File: src/rtl/operand_queue.sv
// Operand buffer between one VRF accesser output and its consuming VFU.
// Binds streamed operand words to per-instruction commands and tags them with ID and last flag.
module operand_queue #(
  parameter int Depth     = 4,
  parameter int CmdDepth  = 2,
  parameter int DataWidth = 32,
  parameter int IdWidth   = 4,
  parameter int CntWidth  = 6
) (
  input  logic                         clk_i,
  input  logic                         rst_i,
  input  logic                         cmd_valid_i,
  output logic                         cmd_ready_o,
  input  logic [CntWidth-1:0]          cmd_cnt_i,
  input  logic [IdWidth-1:0]           cmd_id_i,
  input  logic                         opnd_valid_i,
  output logic                         opnd_ready_o,
  input  logic [DataWidth-1:0]         opnd_i,
  output logic                         vfu_valid_o,
  input  logic                         vfu_ready_i,
  output logic [DataWidth-1:0]         vfu_operand_o,
  output logic [IdWidth-1:0]           vfu_id_o,
  output logic                         vfu_last_o,
  output logic [$clog2(Depth+1)-1:0]   count_o
);

  localparam int PtrW  = $clog2(Depth);
  localparam int CntW  = $clog2(Depth + 1);
  localparam int CPtrW = $clog2(CmdDepth);
  localparam int CCntW = $clog2(CmdDepth + 1);

  logic [DataWidth-1:0] r_data [Depth];
  logic [PtrW-1:0]      r_wptr;
  logic [PtrW-1:0]      r_rptr;
  logic [CntW-1:0]      r_count;

  logic [CntWidth-1:0]  r_cmd_cnt [CmdDepth];
  logic [IdWidth-1:0]   r_cmd_id  [CmdDepth];
  logic [CPtrW-1:0]     r_cmd_wptr;
  logic [CPtrW-1:0]     r_cmd_rptr;
  logic [CCntW-1:0]     r_cmd_count;
  logic [CntWidth-1:0]  r_rem;

  logic             w_opnd_push;
  logic             w_cmd_push;
  logic             w_valid;
  logic             w_last;
  logic             w_pop;
  logic             w_cmd_pop;
  logic [CPtrW-1:0] w_cmd_rptr_next;

  assign opnd_ready_o    = (r_count != CntW'(Depth));
  assign cmd_ready_o     = (r_cmd_count != CCntW'(CmdDepth));
  assign w_opnd_push     = opnd_valid_i && opnd_ready_o;
  // Zero-length instructions are handshaken but never occupy a slot.
  assign w_cmd_push      = cmd_valid_i && cmd_ready_o && (cmd_cnt_i != '0);
  assign w_valid         = (r_count != '0) && (r_cmd_count != '0);
  assign w_last          = (r_rem == CntWidth'(1));
  assign w_pop           = w_valid && vfu_ready_i;
  assign w_cmd_pop       = w_pop && w_last;
  assign w_cmd_rptr_next = r_cmd_rptr + CPtrW'(1);

  assign vfu_valid_o   = w_valid;
  assign vfu_operand_o = w_valid ? r_data[r_rptr] : '0;
  assign vfu_id_o      = w_valid ? r_cmd_id[r_cmd_rptr] : '0;
  assign vfu_last_o    = w_valid && w_last;
  assign count_o       = r_count;

  always_ff @(posedge clk_i) begin
    if (w_opnd_push) r_data[r_wptr] <= opnd_i;
    if (w_cmd_push) begin
      r_cmd_cnt[r_cmd_wptr] <= cmd_cnt_i;
      r_cmd_id[r_cmd_wptr]  <= cmd_id_i;
    end
  end

  always_ff @(posedge clk_i or posedge rst_i) begin
    if (rst_i) begin
      r_wptr  <= '0;
      r_rptr  <= '0;
      r_count <= '0;
    end else begin
      if (w_opnd_push) r_wptr <= r_wptr + PtrW'(1);
      if (w_pop)       r_rptr <= r_rptr + PtrW'(1);
      if (w_opnd_push && !w_pop)      r_count <= r_count + CntW'(1);
      else if (!w_opnd_push && w_pop) r_count <= r_count - CntW'(1);
    end
  end

  always_ff @(posedge clk_i or posedge rst_i) begin
    if (rst_i) begin
      r_cmd_wptr  <= '0;
      r_cmd_rptr  <= '0;
      r_cmd_count <= '0;
    end else begin
      if (w_cmd_push) r_cmd_wptr <= r_cmd_wptr + CPtrW'(1);
      if (w_cmd_pop)  r_cmd_rptr <= w_cmd_rptr_next;
      if (w_cmd_push && !w_cmd_pop)      r_cmd_count <= r_cmd_count + CCntW'(1);
      else if (!w_cmd_push && w_cmd_pop) r_cmd_count <= r_cmd_count - CCntW'(1);
    end
  end

  // The new head is either the queued next entry or, if the FIFO drains, the command pushed this cycle.
  always_ff @(posedge clk_i or posedge rst_i) begin
    if (rst_i) begin
      r_rem <= '0;
    end else if (w_cmd_pop) begin
      if (r_cmd_count > CCntW'(1)) r_rem <= r_cmd_cnt[w_cmd_rptr_next];
      else if (w_cmd_push)         r_rem <= cmd_cnt_i;
      else                         r_rem <= r_rem - CntWidth'(1);
    end else if (w_cmd_push && (r_cmd_count == '0)) begin
      r_rem <= cmd_cnt_i;
    end else if (w_pop) begin
      r_rem <= r_rem - CntWidth'(1);
    end
  end

  // Command counts above the counter maximum cannot be represented on cmd_cnt_i, so only underflow is checked.
  assert property (@(posedge clk_i) disable iff (rst_i) w_pop |-> (r_count != '0));

endmodule

File: config.mk
export PLATFORM = sky130hd
export DESIGN_NAME = operand_queue
export DESIGN_NICKNAME = d
export VERILOG_FILES = /design/src/rtl/operand_queue.sv
export SDC_FILE = /design/constraint.sdc
export NUM_CORES = 1
export LEC_CHECK = 0
export BUFFER_PORTS_ARGS = -buffer_cell sky130_fd_sc_hd__buf_2
export CAP_MARGIN = 20
export CORE_MARGIN = 3
export CORE_UTILIZATION = 60
export CTS_BUF_LIST = sky130_fd_sc_hd__clkbuf_8
export DETAILED_ROUTE_END_ITERATION = 12
export PLACE_DENSITY = 0.79
export SYNTH_ARGS = -nofsm -noshare
export SYNTH_HDL_FRONTEND = slang
export SYNTH_SLANG_ARGS = --single-unit
File: constraint.sdc
create_clock -name clk_i -period 2.6 [get_ports clk_i]
set_input_delay 0.26 -clock clk_i [delete_from_list [all_inputs] [get_ports clk_i]]
set_output_delay 0.26 -clock clk_i [all_outputs]
set_load 0.02 [all_outputs]
==> Word level (Yosys, flattened, before mapping) <==
Memory sizes are Yosys's and may differ from the RTL's.
Index checks and enable logic that the tools add are counted.
Widths: inputs -> output; s select.
{ "op_classes": {"n_reduce_logical": 23, "magnitude_cmp": 1, "n_eq_ne": 3, "muxes": 15, "addsub": 9} }
{ "op_table": {"columns": ["op", "count"], "rows": [
  ["$mux 32", 1],
  ["$mux 6", 5],
  ["$logic_and 1x1->1", 12],
  ["$add 2x1->2 const B", 3],
  ["$eq 6x1->1 const B", 1],
  ["$mux 3", 2],
  ["$reduce_bool 2->1", 3],
  ["$reduce_bool 3->1", 2],
  ["$reduce_bool 6->1", 1],
  ["$sub 6x1->6 const B", 1],
  ["$logic_not 1->1", 4],
  ["$mux 1", 4],
  ["$mux 2", 2],
  ["$mux 4", 1],
  ["$add 3x1->3 const B", 1],
  ["$ne 3x3->1 const B", 1],
  ["$sub 3x1->3 const B", 1],
  ["$add 1x1->1 const B", 2],
  ["$gt 2x1->1 const B", 1],
  ["$logic_not 2->1", 1],
  ["$ne 2x2->1 const B", 1],
  ["$sub 2x1->2 const B", 1]
]} }
{ "totals": {"ramBits": 148, "wordCells": 61, "memories": 3, "regBits": 17} }
{ "mem_list": {"columns": ["memory", "depth", "word_bits", "read_ports", "rd_clocked_by_memory_dff", "write_ports", "line", "text"], "rows": [
  ["r_data", 4, 32, 1, 0, 1, "32", "logic [DataWidth-1:0] r_data [Depth];"],
  ["r_cmd_cnt", 2, 6, 1, 0, 1, "37", "logic [CntWidth-1:0] r_cmd_cnt [CmdDepth];"],
  ["r_cmd_id", 2, 4, 1, 0, 1, "38", "logic [IdWidth-1:0] r_cmd_id [CmdDepth];"]
]} }

==> Longest topological paths before layout <==
Gate-level depths: netlist (run 1).
{ "depth": {"word_depth": 7, "depth_mapped": 11, "depth_no_buf": 10} }

==> Worst setup path before layout (run 1) <==
OpenSTA, ideal clock, no wires.
{ "synth_path": {"path_type": "register -> register", "startpoint": "register r_count[0] (netlist: count_o[0])", "endpoint": "register r_count[2] (netlist: count_o[2])", "arrival_time_ns": 2.374, "slack_ns": 0.146, "path_stages_with_launch": 11, "period_less_slack_ns": 2.454, "t_required_ns": 2.520, "setup_ns": 0.080, "path_cell_list": "dfrtp_1 -> or3_1 -> clkbuf_1 -> nand3_1 -> buf_2 -> ha_1 -> inv_1 -> fa_1 -> xor2_1 -> nor2_1 -> xor2_1"} }
{ "synth_between": {"elab_chain_len": 6, "elab_cells_between_ends": 14, "cone_classes": "add/sub (2); eq/ne (1); mux (2); reduce/logical (9)"} }
{ "synth_rtl": {"columns": ["item", "line", "text"], "rows": [
  ["start, declared", "35", "logic [CntW-1:0] r_count;"],
  ["start signal, assigned", "85", "if (w_opnd_push && !w_pop) r_count <= r_count + CntW'(1);"],
  ["start signal, assigned", "86", "else if (!w_opnd_push && w_pop) r_count <= r_count - CntW'(1);"],
  ["parallel branches: the longest is 6 deep, another holds $sub 3x1->3", null, null]
]} }
Several ways; the timed one is not identified. The select of a mux whose other input is x is not followed.
A chain may end at the register's enable or synchronous reset.

==> Final worst setup path (run 1) <==
{ "layout_path": {"startpoint": "register r_cmd_count[0]", "endpoint": "output port vfu_last_o"} }
{ "layout_between": {"elab_chain_len": 3} }
{ "layout_rtl": {"columns": ["item", "line", "text"], "rows": [
  ["start, declared", "41", "logic [CCntW-1:0] r_cmd_count;"],
  ["start signal, assigned", "98", "if (w_cmd_push && !w_cmd_pop) r_cmd_count <= r_cmd_count + CCntW'(1);"],
  ["start signal, assigned", "99", "else if (!w_cmd_push && w_cmd_pop) r_cmd_count <= r_cmd_count - CCntW'(1);"],
  ["$reduce_bool 2->1", "57", "assign w_valid = (r_count != '0) && (r_cmd_count != '0);"],
  ["$logic_and 1x1->1", "57", null],
  ["$logic_and 1x1->1", "66", "assign vfu_last_o = w_valid && w_last;"],
  ["end, declared", "23", "output logic vfu_last_o,"]
]} }
Every way passes these cells.

==> impl_metrics.ini, run 1 <==
[outcome]
status = finished, final reports clean

[finish]
fillerInstances = 699
drive_above_1_share_pct = 36.3
fin_area_mm2 = 0.00793
n_antenna_cell = 0
final_cell_mix = 148 x edfxtp_1, 89 x buf_2, 32 x mux4_2, 32 x and3_1
areaGrowthSynthToFinish_pct = 16.6
final_common_cell = edfxtp_1
nNetsFinal = 553

[worst_setup_path]
rr_endpoint = count_o[2]
cp-end-kind = output port
r2r_setup_slack_ns = 0.42
worstRegToRegCells = 10
required_ns = 2.34
worst-setup-path-type = reg2out
reg2reg_from = r_cmd_count[0]
cp.arrival_ns = 2.14
cp_max_fo = 33
worstSetupStartpointType = flop

[floorplanning]
die_w_um = 112
boundaryPins = 90
fp-row-count = 38
dieArea_mm2 = 0.0127
core_area_mm2 = 0.0110
start_util_pct = 62.0
die_h_um = 112

[logic_synthesis]
synth_seq_cells = 165
yosysUniqueCellTypes = 43
synth-main-ff-cell = edfxtp_1
syn_inst = 378
ys.warnings.count = 0
syn_area_mm2 = 0.00680
synth_nets = 437
avgSynthCellArea_um2 = 18.0
ys_async_sr_fraction_pct = 10.3
synth_edf_count = 148
ys_seq_area_share_pct = 71.6

[timing]
relSlewSlack_pct = 47.7
fin_crit_sh_pct = 92.1
min_period_ns = 2.40
skew_ns = 0.0159
slew_violations = 0
timing.fmax_ghz = 0.417
worstMarginPinSlew_ns = 0.781
setup_tns_ns = 0
final_hold_viol_count = 0
setup_violations = 0
rsz0062_at_grt = no

[routing]
num_vias = 3774
drt-total-wl_mm = 13.1
postRouteAntennaNets = 0
first_pass_iters = 5
post_drt_via_cell_ratio = 5.83
wire_per_inst_um = 20.3
drc = 0
drtIter0Drc = 203

[hold_path]
hold_end = r_data[0][16]
hp-start = opnd_i[16]
hold_path.class = in2reg
min_path_cells = 1

[pwr]
p_leak_uw = 0.00299
vdd_drop_max_uv = 639
p_per_area_mw_per_mm2 = 1180

[clock_network]
clk_latency_ns = 0.45
numCtsBuffers = 17
clock-sinks = 165
clockBufferDepth = 2
cts_root_buffer = clkbuf_8
clk_pin_slew_ns = 0.09
cts_tree = yes
cts_max_level = 4
cts_setup_buffers = 0

[grt]
gr-usage-all-layers_pct = 22.3
antenna_found_initial = 0
grt_overflow = 0
grt_max_degree = 34
grt_pass1_vias = 4072
grt_pass1_wl_mm = 21.1

[placement]
io_buffers = 89
gp_congestion = 0.877
hpwl_mm = 8.56
placed_area_mm2 = 0.00749

[run]
cap_violations = 0
## worst max-delay path by stage
stage | startpoint | slack [ns] | cells past startpoint | end
CTS | r_cmd_count[0] | 0.09 | 7 | vfu_last_o
finish | r_cmd_count[0] | 0.20 | 7 | vfu_last_o
global route | r_cmd_count[0] | 0.07 | 7 | vfu_last_o
floorplan | count_o[0] | 0.15 | 10 | count_o[2]
global placement | cmd_cnt_i[2] | 0.50 | 5 | r_cmd_id[1][3]
detailed placement | cmd_cnt_i[2] | 0.47 | 5 | r_cmd_id[1][0]
## Yosys cell counts, types with 3 or more instances
cell type | count | share of area, %
nand2_1 | 8 | 0.44
o21ai_1 | 5 | 0.37
a21oi_1 | 4 | 0.29
nand3_1 | 5 | 0.37
mux2i_1 | 12 | 1.8
xnor2_1 | 10 | 1.3
xor2_1 | 4 | 0.51
dfrtp_1 | 17 | 6.3
mux4_2 | 32 | 11
ha_1 | 11 | 2.0
buf_2 | 5 | 0.37
o22ai_1 | 4 | 0.37
edfxtp_1 | 148 | 65
clkbuf_1 | 12 | 0.66
and3_1 | 36 | 3.3
nor3_1 | 3 | 0.22
inv_1 | 13 | 0.72
nor2_1 | 17 | 0.94
## per-stage QoR
stage	instances	total power (µW)	setup slack (ns)	hold WS, ns	util (%)
2_1_floorplan	378	6550	0.146	0.186	-
3_3_place_gp	607	7690	0.503	0.400	68.2
3_5_place_dp	607	7800	0.469	0.405	68.2
4_1_cts	644	9460	0.0879	0.000502	71.9
5_1_grt	647	9930	0.0667	0.000227	72.2
6_report	647	9370	0.204	0.0215	72.2
## critical path: stages (launching register included)
cell and delay (ns):
dfrtp_1 0.40, inv_1 0.08, ha_1 0.28, inv_1 0.12, buf_6 0.25, nand2_2 0.18, nor2_1 0.17, buf_2 0.19
## layer usage
metal	vias to the layer above	part of all wire [%]	track usage, %
met5	-	0	0
met4	0	0.83	7.21
met3	8	6.4	6.42
met2	121	53	38.7
met1	1926	39	27.1
li1	1719	-	-
## cell type report
type                            count  area [µm²]  area share, %
Inverter                           16        62.6          0.789
Clock buffer                       17         234           2.95
Clock inverter                     15         120           1.51
Sequential cell                   165        4870           61.4
Timing Repair Buffer              115         664           8.38
Multi-Input combinational cell    179        1810           22.8
Tap cell                          140         175           2.21
## what timing repair did
item,in CTS,in global routing
hold buffers,5,3
pin swaps,0,0
resized for setup,1,1
hold endpoints to repair,24,10
setup endpoints to repair,1,1
## sequential cells by signal, indices dropped and copies added, names as in the netlist
register,flops
r_data,128
r_cmd_cnt,12
r_cmd_id,8
r_rem,6
count_o,3
r_cmd_count,2
r_rptr,2
r_wptr,2
r_cmd_rptr,1
r_cmd_wptr,1
## cells by family (layout without fill, tap and decap cells)
family / count (synthesis) / after routing / synth area share (%)
DFF: 165 / 165 / 71.6
buffers and inverters: 34 / 163 / 2.00
muxes: 45 / 45 / 12.5
AOI/OAI and AO/OA: 28 / 28 / 3.27
and+or+nand+nor: 80 / 80 / 6.51
xor gates and xnor gates: 14 / 14 / 1.80
adders and majority gates: 12 / 12 / 2.32
## power by group
| group | switching [µW] | internal, µW | leakage (µW) |
|---|---|---|---|
| registers | 247 | 3550 | 0.00156 |
| logic | 2310 | 1630 | 0.00125 |
| clock network | 957 | 683 | 0.000177 |
Power figures use the tool's default switching activity.
==> inputs of run 2 (changes only) <==
--- a/config.mk
+++ b/config.mk
@@ -5,6 +5,7 @@
 export SDC_FILE = /design/constraint.sdc
 export NUM_CORES = 1
 export LEC_CHECK = 0
+export ABC_AREA = 1
 export BUFFER_PORTS_ARGS = -buffer_cell sky130_fd_sc_hd__buf_2
 export CAP_MARGIN = 20
 export CORE_MARGIN = 3
==> run 2 against run 1 <==
  * Fmax rose by 2.0%
  * Final cell count rose by 36%
  * Combinational power rose by 13%
  * Synthesized cell count rose by 63%
  * Clock power rose by 14%
  * Critical endpoint is now vfu_operand_o[0]
  * Design area rose by 3.9%
  * First-iteration DRC count rose by 83%
==> impl_metrics.ini, run 2 <==
[finish]
n_antenna_cell = 0
regArea_mm2 = 0.00487
largest_reg_flops = 128
largest_register = r_data
fin_area_mm2 = 0.00825
fillerInstances = 743
top_regs = r_data (128), r_cmd_cnt (12), r_cmd_id (8)
multi_input_area_mm2 = 0.00192
final_common_cell = edfxtp_1
drive_above_1_share_pct = 21.9
nNetsFinal = 785
utilization_pct = 73.8
final_cell_mix = 148 x edfxtp_1, 147 x nor2_1, 89 x buf_2
areaGrowthSynthToFinish_pct = 17.1

[logic_synthesis]
synth.area.top_cells = edfxtp_1 63%, nor2_1 8.0%, dfrtp_1 6.0%
ys_seq_area_share_pct = 69.2
synth_seq_cells = 165
yosysUniqueCellTypes = 31
netlist.area_leader.share_pct = 63.1
synth_top_area_cell = edfxtp_1
avgSynthCellArea_um2 = 11.4
yosysMostFrequentCell = nor2_1
synth-main-ff-cell = edfxtp_1
synth_commonest_cells = 151 x nor2_1, 148 x edfxtp_1, 69 x o21ai_0
synth_nets = 676
ys.warnings.count = 0
syn_inst = 617
synth_edf_count = 148
syn_area_mm2 = 0.00704
ys_async_sr_fraction_pct = 10.3

[routing]
drt-total-wl_mm = 14.3
post_drt_via_cell_ratio = 5.46
drc = 0
wire_per_inst_um = 16.3
first_pass_iters = 5
drtIter0Drc = 372
postRouteAntennaNets = 0
num_vias = 4798

[timing]
worstMarginPinSlew_ns = 0.667
setup_tns_ns = 0
relSlewSlack_pct = 55.5
fin_crit_sh_pct = 90.3
timing.fmax_ghz = 0.426
final_hold_viol_count = 0
slew_violations = 0
min_period_ns = 2.35
skew_ns = 0.00587
setup_violations = 0
rsz0062_at_grt = no

[pwr]
p_per_area_mw_per_mm2 = 1230
vdd_drop_max_uv = 713
p_leak_uw = 0.00325

[worst_setup_path]
worstSetupStartpointType = flop
worst-setup-path-type = reg2out
cp.arrival_ns = 2.09
r2r_setup_slack_ns = 0.44
cp_max_fo = 36
required_ns = 2.34
cp-end-kind = output port

[hold_path]
hold_path.class = in2reg

[grt]
grt_max_degree = 41
grt_pass1_wl_mm = 22.9
antenna_found_initial = 0
gr-usage-all-layers_pct = 23.0
grt_overflow = 0
grt_pass1_vias = 4783

[placement]
placed_area_mm2 = 0.00768
gp_congestion = 0.913
io_buffers = 89
hpwl_mm = 8.79

[clock_network]
cts_tree = yes
clk_pin_slew_ns = 0.09
cts_root_buffer = clkbuf_8
cts_setup_buffers = 0
numCtsBuffers = 17
clockBufferDepth = 2
clock-sinks = 165
clk_latency_ns = 0.45
cts_max_level = 4

[outcome]
status = finished, final reports clean

[floorplanning]
dieArea_mm2 = 0.0131
die_w_um = 114
die_h_um = 114
boundaryPins = 90
fp-row-count = 38
start_util_pct = 63.0
core_area_mm2 = 0.0112

[run]
cap_violations = 0
-- run 2: cell types whose count changed after synthesis, moves of 12 or more --
cell,previous run,this run
a21oi_1,4,39
nor2_1,17,151
and3_1,36,0
mux2i_1,12,0
nand2_1,8,68
o21ai_0,2,69
inv_1,13,31
mux4_2,32,0
-- run 2: final cells by class --
type | instances | area share (%)
flip-flops and latches | 165 | 59.1
multi-input cells | 387 | 23.3
repair buffers | 120 | 8.88
clock buffers | 17 | 2.84
clock inverters | 15 | 2.17
well taps | 140 | 2.12
inverters | 35 | 1.64
-- run 2: final timing paths --
kind / cells past startpoint / startpoint / end
min: 1 / opnd_i[30] / r_data[1][30]
max reg2reg: 10 / r_cmd_count[0] / count_o[1]
max: 7 / r_cmd_count[0] / vfu_operand_o[0]
min reg2reg: 2 / r_cmd_count[1] / r_cmd_count[1]
max in group asynchronous: 3 / rst_i / r_rptr[0]
min in group asynchronous: 3 / rst_i / r_cmd_rptr
-- run 2: report_power, final --
group	total (µW)	internal (µW)	switching, µW
sequential	3820	3550	275
clock	1870	954	921
combinational	4470	1450	3010
-- run 2: logic make-up after synthesis --
kind of cell | Yosys count | synth area share, %
fa+ha+maj | 12 | 2.24
flops | 165 | 69.2
compound gates | 112 | 8.19
simple gates | 251 | 14.9
xor+xnor | 11 | 1.37
buf+inv | 65 | 4.02
mux | 1 | 0.160
-- run 2: through the flow --
step | worst slack (ns) | power [µW] | std cells | hold WS, ns
final | 0.253 | 10200 | 879 | 0.0248
after global routing | 0.0997 | 10800 | 879 | 0.00270
after CTS | 0.0905 | 10200 | 879 | 0.00208
after detailed placement | 0.447 | 8330 | 832 | 0.387
after global placement | 0.567 | 8190 | 832 | 0.383
after floorplan | -0.157 | 6940 | 617 | 0.186
-- run 2: metal layers --
| layer | vias to the layer above | part of all wire, % | global-route usage (%) |
|---|---|---|---|
| met3 | 21 | 6.1 | 5.66 |
| met4 | 0 | 1.9 | 9.82 |
| li1 | 2313 | - | - |
| met5 | - | 0 | 0 |
| met2 | 158 | 51 | 39.5 |
| met1 | 2306 | 41 | 27.9 |
-- run 2: worst max-delay path: stages (launching register included) --
cell	delay, ns
dfrtp_1	0.42
inv_1	0.12
ha_1	0.26
inv_1	0.07
nand2_2	0.12
buf_6	0.33
a21oi_1	0.12
buf_2	0.18
-- run 2: what timing repair did --
item,in CTS,in global routing
setup endpoints to repair,0,1
resized for setup,0,1
hold buffers,15,0
endpoints found under the hold margin,64,0
==> inputs of run 3 (changes only) <==
--- a/config.mk
+++ b/config.mk
@@ -6,7 +6,7 @@
 export NUM_CORES = 1
 export LEC_CHECK = 0
 export ABC_AREA = 1
-export BUFFER_PORTS_ARGS = -buffer_cell sky130_fd_sc_hd__buf_2
+export BUFFER_PORTS_ARGS = -buffer_cell sky130_fd_sc_hd__buf_4
 export CAP_MARGIN = 20
 export CORE_MARGIN = 3
 export CORE_UTILIZATION = 60
==> run 3 against run 2 <==
  * Final cell count grew 2.3%
  * Register-to-register slack barely moved
  * Global-route usage is 1.2 points higher
  * Non-clock buffer count increased by 20
  * Critical endpoint is now vfu_id_o[3]
==> impl_metrics.ini, run 3 (synthesized netlist as in run 2, its figures left out) <==
[finish]
n_antenna_cell = 0
largest_register = r_data
largest_reg_flops = 128
final_common_cell = edfxtp_1
areaGrowthSynthToFinish_pct = 22.7
fin_area_mm2 = 0.00864
top_regs = r_data (128), r_cmd_cnt (12), r_cmd_id (8)
drive_above_1_share_pct = 20.6
nNetsFinal = 805
utilization_pct = 77.3
final_cell_mix = 148 x edfxtp_1, 147 x nor2_1, 101 x buf_4

[timing]
slew_violations = 0
rsz0062_at_grt = no
setup_violations = 0
worstMarginPinSlew_ns = 0.687
min_period_ns = 2.43
worst_hold_slack_ns = 0.0257
final_hold_viol_count = 0
skew_ns = 0.00771
fin_crit_sh_pct = 93.5
fin_ws_ns = 0.169
relSlewSlack_pct = 54.2
timing.fmax_ghz = 0.411

[routing]
drt-total-wl_mm = 15.1
post_drt_via_cell_ratio = 5.49
postRouteAntennaNets = 0
num_vias = 4937
first_pass_iters = 5
wire_per_inst_um = 16.8
drc = 0
drtIter0Drc = 368

[pwr]
p_leak_uw = 0.00338
fin_total_pwr_uw = 10400
vdd_drop_max_uv = 681
p_per_area_mw_per_mm2 = 1200

[clock_network]
clockBufferDepth = 2
cts_resized = 0
cts_max_level = 4
cts_setup_buffers = 0
cts_tree = yes
cts_root_buffer = clkbuf_8
cts_hold_buf = 32
clk_latency_ns = 0.45
clk_pin_slew_ns = 0.08
numCtsBuffers = 17
clock-sinks = 165

[worst_setup_path]
r2r_setup_slack_ns = 0.45
worstSetupStartpointType = flop
cp-end-kind = output port
worst-setup-path-type = reg2out
worstRegToRegCells = 10
required_ns = 2.34
cp.arrival_ns = 2.17
cp_max_fo = 36

[grt]
antenna_found_initial = 0
gr-usage-all-layers_pct = 24.2
grt_pass1_vias = 5021
grt_overflow = 0
grt_pass1_wl_mm = 24.0
grt_max_degree = 43

[run]
cap_violations = 0

[floorplanning]
start_util_pct = 63.0
boundaryPins = 90
dieArea_mm2 = 0.0131
fp-row-count = 38
die_h_um = 114
core_area_mm2 = 0.0112
die_w_um = 114

[placement]
post-place-ws_ns = 0.457
placed_area_mm2 = 0.00790
io_buffers = 89
hpwl_mm = 9.02
gp_congestion = 0.921

[hold_path]
hold_path.class = in2reg
min_path_cells = 1

[outcome]
status = finished, final reports clean
[run 3: changes by cell type in the layout (fill, tap and decap cells not counted), sizes merged]
cell         before  now
buf             105  103
clkinv            7    8
bufinv            3    2
dlygate4sd3      15   37
[run 3: cell type report]
cell class / count / area [µm²]
multi-input cells: 387 / 1920
clock inverters: 15 / 138
repair buffers: 140 / 1170
fillers: 680 / 2530
clock buffers: 17 / 234
flip-flops and latches: 165 / 4870
well taps: 140 / 175
inverters: 35 / 135
[run 3: critical path: stages (launching register included)]
cell	delay, ns
dfrtp_1	0.41
inv_1	0.11
ha_1	0.24
inv_1	0.07
nand2_2	0.11
buf_4	0.44
a21oi_1	0.13
buf_4	0.19
[run 3: per-stage QoR]
stage | TNS, ns | instances
final | 0 | 899
after global routing | 0 | 899
after floorplan | -20.05 | 617
after CTS | 0 | 894
after detailed placement | 0 | 830
after global placement | 0 | 830
[run 3: per-layer routing]
| layer | up-vias | wire length [µm] | share of wire (%) | global-route usage [%] |
|---|---|---|---|---|
| met5 | - | 0 | 0 | 0 |
| met4 | 0 | 410 | 2.7 | 11.6 |
| met3 | 38 | 1010 | 6.7 | 5.44 |
| met2 | 205 | 7540 | 50 | 40.5 |
| met1 | 2341 | 6140 | 41 | 30.2 |
| li1 | 2353 | - | - | - |
[run 3: path summary, 6_finish.rpt]
path	start	to
min	cmd_cnt_i[5]	r_cmd_cnt[0][5]
max reg2reg	r_cmd_count[0]	count_o[1]
min reg2reg	r_rem[1]	r_rem[1]
max	r_cmd_count[1]	vfu_id_o[3]
min in group asynchronous	rst_i	count_o[1]
max in group asynchronous	rst_i	r_rptr[0]
[run 3: power breakdown]
group          internal, µW  switching [µW]  total [µW]
sequential             3550             268        3820
combinational          1750            3110        4860
clock                   838             895        1730
